### src/rtl/usb_tx_data_buffer.sv
// usb_tx_data_buffer: 64-byte first-word-fall-through FIFO that stages bulk-IN
// payload bytes between the AHB-Lite slave (pushes) and the USB transmitter
// (pops). The head byte is visible combinationally so the transmitter can
// consume it in the same cycle it asserts its pop strobe.
//
// Handshake: a push is a single-cycle strobe (store_tx_data) with no ready.
// It is accepted when the buffer is not full, or when it is full and a valid
// pop lands in the same cycle. A refused push sets overrun_err. A pop
// (get_tx_packet_data) is valid only when the buffer is non-empty; a pop while
// empty changes no state and sets underrun_err. clear overrides both strobes.
module usb_tx_data_buffer #(
  parameter int DEPTH  = 64,
  parameter int ADDR_W = 6
) (
  input  logic              clk,
  input  logic              n_rst,
  input  logic              clear,
  input  logic              store_tx_data,
  input  logic [7:0]        tx_data,
  input  logic              get_tx_packet_data,
  output logic [7:0]        tx_packet_data,
  output logic [ADDR_W:0]   buffer_occupancy,
  output logic              buffer_empty,
  output logic              buffer_full,
  output logic              overrun_err,
  output logic              underrun_err
);

  localparam logic [ADDR_W:0] full_count = (ADDR_W + 1)'(DEPTH);

  logic [7:0]        mem [DEPTH];
  logic [ADDR_W-1:0] wptr;
  logic [ADDR_W-1:0] rptr;
  logic [ADDR_W:0]   count;
  logic              pop_ok;
  logic              push_ok;

  // Status is decoded from the occupancy counter, never from pointer equality.
  assign buffer_empty     = (count == '0);
  assign buffer_full      = (count == full_count);
  assign buffer_occupancy = count;

  // A full buffer can still take a byte when the head leaves in the same cycle.
  always_comb begin
    pop_ok  = get_tx_packet_data && !buffer_empty;
    push_ok = store_tx_data && (!buffer_full || pop_ok);
  end

  // Fall-through head byte; zero when nothing is stored.
  always_comb begin
    tx_packet_data = 8'h00;
    if (!buffer_empty) begin
      tx_packet_data = mem[rptr];
    end
  end

  // Byte storage has no reset and is left untouched by clear.
  always_ff @(posedge clk) begin
    if (!clear && push_ok) begin
      mem[wptr] <= tx_data;
    end
  end

  // Pointers, occupancy and sticky error flags.
  always_ff @(posedge clk or negedge n_rst) begin
    if (!n_rst) begin
      wptr         <= '0;
      rptr         <= '0;
      count        <= '0;
      overrun_err  <= 1'b0;
      underrun_err <= 1'b0;
    end else if (clear) begin
      wptr         <= '0;
      rptr         <= '0;
      count        <= '0;
      overrun_err  <= 1'b0;
      underrun_err <= 1'b0;
    end else begin
      if (push_ok) begin
        wptr <= wptr + 1'b1;
      end
      if (pop_ok) begin
        rptr <= rptr + 1'b1;
      end
      if (push_ok && !pop_ok) begin
        count <= count + 1'b1;
      end else if (pop_ok && !push_ok) begin
        count <= count - 1'b1;
      end
      if (store_tx_data && !push_ok) begin
        overrun_err <= 1'b1;
      end
      if (get_tx_packet_data && buffer_empty) begin
        underrun_err <= 1'b1;
      end
    end
  end

endmodule

### config.mk
export PLATFORM = sky130hd
export DESIGN_NAME = usb_tx_data_buffer
export DESIGN_NICKNAME = d
export VERILOG_FILES = /design/src/rtl/usb_tx_data_buffer.sv
export SDC_FILE = /design/constraint.sdc
export NUM_CORES = 1
export LEC_CHECK = 0
export ABC_AREA = 1
export CAP_MARGIN = 30
export CORE_MARGIN = 2
export CORE_UTILIZATION = 56
export DETAILED_ROUTE_END_ITERATION = 12
export PLACE_DENSITY = 0.73
export SLEW_MARGIN = 20
export SYNTH_ARGS = -nofsm -noshare
export SYNTH_HDL_FRONTEND = slang
export SYNTH_SLANG_ARGS = --single-unit
export TNS_END_PERCENT = 20
### constraint.sdc
create_clock -name clk -period 2.05 [get_ports clk]
set_clock_uncertainty 0.05 [all_clocks]
set_input_delay 0.615 -clock clk [delete_from_list [all_inputs] [get_ports clk]]
set_output_delay 0.615 -clock clk [all_outputs]
set_load 0.02 [all_outputs]
==> impl_metrics.tcl, run 1 <==
set metrics [dict create \
    final_cell_mix "nand2_1, edfxtp_1, nand3_1" \
    rsz0062_at_grt "true" \
    grt_max_degree 65 \
    clock_path_buffers 3 \
    cts.sinks 533 \
    dieArea_mm2 0.0415 \
    clk_latency_ns 0.59 \
    peakVddDrop_v 0.000997 \
    core_area_mm2 0.0395 \
    place_hpwl_um 34600 \
    cpPeakStageDelay_ns 0.55 \
    switching_share_pct 31.4 \
    p_sw_mw 9.50 \
    syn-num-nets 1996 \
    die_x_um 204 \
    worst_path_max_delay_cell "dfrtp_4" \
    final_common_cell "nand2_1" \
    dpl_cell_area_mm2 0.0248 \
    post_drt_wl_per_cell_um 22.0 \
    postSynth.asyncResetShare_pct 3.94 \
    hold_viol 0 \
    cts_made_buffers 52 \
    violations "setup timing" \
    cp.required_ns 1.38 \
    finalSetupViolations 517 \
    n_antenna_cell 0 \
    cts_htree_levels 2 \
    synth_edf_count 512 \
    final_area_mm2 0.0278 \
    yosys_warnings 0 \
    ys_types 36 \
    end_kind "output pin" \
    start_kind "flip-flop" \
    clock_power_share_pct 28.8 \
    syn_area_mm2 0.0223 \
    drtAntennaViolNets 0 \
    cts_root_buf "clkbuf_16" \
    grt_pass1_wl_um 87200 \
    cp_max_fo 17 \
    final_util_pct 70.4 \
    layout.cells.non_filler 2725 \
    power_frac_seq_pct 40.2 \
    synth-main-ff-cell "edfxtp_1" \
    setup.worst_path.class "flip-flop to output pin" \
    fin_ws_ns -1.26 \
    worstPathArrival_ns 2.64 \
    slew_headroom_pct 49.5 \
    maxCapViolCount 0 \
    p_per_area_mw_per_mm2 1090 \
    wirelength_um 59800 \
    worstPathBufferInverterCount 4 \
    grt.total_usage_pct 27.7 \
    cts_hold_buf 0 \
    rows 73 \
    viasPerCell 5.89 \
    fin_nets 2184 \
    p_leak_nw 10.3 \
    crit_chain "buf_12 -> buf_12 -> buf_16 -> nand2_1 -> nand3_1 -> nand3_2 -> nand2_2 -> nand2_1 -> nand3_1 -> nand3_2 -> a21oi_2 -> buf_4" \
    port-buffer-count 31 \
    first_global_vias 15400 \
    overflow 0 \
    clk_pin_slew_ns 0.06 \
    intPower_mw 20.8 \
    fp.dieH_um 204 \
    synth_cells 1974 \
    ys_seq_area_share_pct 71.3 \
    start_util_pct 56.4 \
    cts_tree "built" \
    num_vias 16100 \
    worst_pin_slew_ns 0.758 \
    hold_path.class "primary input to asynchronous set/reset pin" \
    hold_ws_ns 0.355 \
    synth_area_per_cell_um2 11.3 \
    pre_cts_slack_ns -1.14 \
    fmax_mhz 302 \
    drc 0 \
    dr.pass1.iters 6 \
    synth_seq_cells 533 \
    slew_violations 0 \
    layout-drive-gt1-share_pct 23.0 \
    drt_iter0_drc 1894 \
    status "complete, but fails checks" \
    antenna_found_initial 0 \
    combPwrFrac_pct 31.0 \
    gp_congestion 0.941 \
    fin_crit_sh_pct 161 \
    ios 32 \
    placed_cells 2603 \
    fin_crit_ns 3.31 \
    area_growth_pct 24.8 \
    crit_family "simple AND/OR/NAND/NOR gates" \
]
==> layer usage <==
| layer | track usage (%) | part of all wire [%] |
|---|---|---|
| met5 | 0 | 0 |
| met4 | 11.3 | 3.4 |
| met3 | 5.10 | 9.2 |
| met2 | 43.9 | 48 |
| met1 | 38.3 | 39 |
==> sequential cells by signal (all words and copies together) (netlist names) <==
register / count
overrun_err: 1
wptr: 6
mem: 512
underrun_err: 1
buffer_occupancy: 7
rptr: 6
==> Yosys cell counts, types with 6 or more instances <==
library cell / n / area [um2]
buf_4: 17 / 128
ha_1: 8 / 100
nor2_1: 79 / 297
a21oi_1: 14 / 70.1
dfrtp_1: 21 / 526
buf_2: 52 / 260
nand2_4: 6 / 67.6
nand2_1: 680 / 2550
edfxtp_1: 512 / 15400
nor3_1: 14 / 70.1
o21ai_0: 12 / 60.1
buf_1: 11 / 41.3
inv_1: 32 / 120
clkbuf_1: 32 / 120
nand3_1: 447 / 2240
==> worst paths after layout <==
check | from | endpoint | slack (ns) | cells past startpoint
max | rptr[0] | tx_packet_data[7] | -1.26 | 12
min in group clk | underrun_err | underrun_err | 0.47 | 2
max in group asynchronous | n_rst | rptr[1] | 1.32 | 2
min reg2reg | underrun_err | underrun_err | 0.47 | 2
max reg2reg | buffer_occupancy[0] | buffer_occupancy[6] | -0.44 | 15
min | n_rst | wptr[2] | 0.35 | 2
==> per-stage QoR <==
stage          TNS, ns  total power, mW
3_3_place_gp   -258.52             19.6
3_5_place_dp   -262.36             19.7
6_report        -97.25             30.3
5_1_grt        -143.15             31.4
4_1_cts        -131.33             28.7
2_1_floorplan   -19.07             16.9
==> power groups by stage <==
| stage | logic (mW) | clock network (mW) | registers (mW) |
|---|---|---|---|
| after CTS | 7.82 | 8.77 | 12.2 |
| after global placement | 7.20 | 0 | 12.4 |
| final | 9.37 | 8.73 | 12.2 |
| after floorplan | 4.46 | 0 | 12.5 |
| after global routing | 10.0 | 9.19 | 12.2 |
| after detailed placement | 7.38 | 0 | 12.4 |
==> cells by family (layout without fill, tap and decap cells) <==
kind of cell | after synthesis | count (layout) | synth area share, %
flip-flops | 533 | 533 | 71.3
XOR/XNOR | 3 | 3 | 0.118
AND/OR/NAND/NOR | 1240 | 1240 | 23.9
adder cells (fa/ha/maj) | 9 | 9 | 0.538
AO/OA/AOI/OAI | 36 | 36 | 0.937
buffers and inverters | 153 | 379 | 3.22
==> area by class of cell <==
| class | instances | area (um2) |
|---|---|---|
| clock buffers | 76 | 1390 |
| clock inverters | 16 | 110 |
| fillers | 2533 | 11700 |
| inverters | 39 | 161 |
| multi-input cells | 1288 | 6600 |
| flip-flops and latches | 533 | 15900 |
| well taps | 525 | 657 |
| repair buffers | 247 | 3010 |
| repair inverters | 1 | 6.26 |
==> what timing repair did <==
action / in CTS / in global routing
resized for setup: 159 / 170
buffers inserted: 12 / 23
pin swaps: 14 / 40
hold endpoints to repair: 0 / 0
gates cloned: 4 / 14
endpoints found under the setup margin: 472 / 535
Power figures use the tool's default switching activity.
==> run 2, diff against run 1 <==
--- a/config.mk
+++ b/config.mk
@@ -11,7 +11,6 @@
 export CORE_UTILIZATION = 56
 export DETAILED_ROUTE_END_ITERATION = 12
 export PLACE_DENSITY = 0.73
-export SLEW_MARGIN = 20
 export SYNTH_ARGS = -nofsm -noshare
 export SYNTH_HDL_FRONTEND = slang
 export SYNTH_SLANG_ARGS = --single-unit
==> results of run 2 <==
Final layout, timing and power as in run 1 (identical DEF).
==> run 3, diff against run 2 <==
--- a/config.mk
+++ b/config.mk
@@ -10,6 +10,7 @@
 export CORE_MARGIN = 2
 export CORE_UTILIZATION = 56
 export DETAILED_ROUTE_END_ITERATION = 12
+export HOLD_SLACK_MARGIN = 0.06
 export PLACE_DENSITY = 0.73
 export SYNTH_ARGS = -nofsm -noshare
 export SYNTH_HDL_FRONTEND = slang
==> results of run 3 <==
Final layout, timing and power as in run 1 (identical DEF).
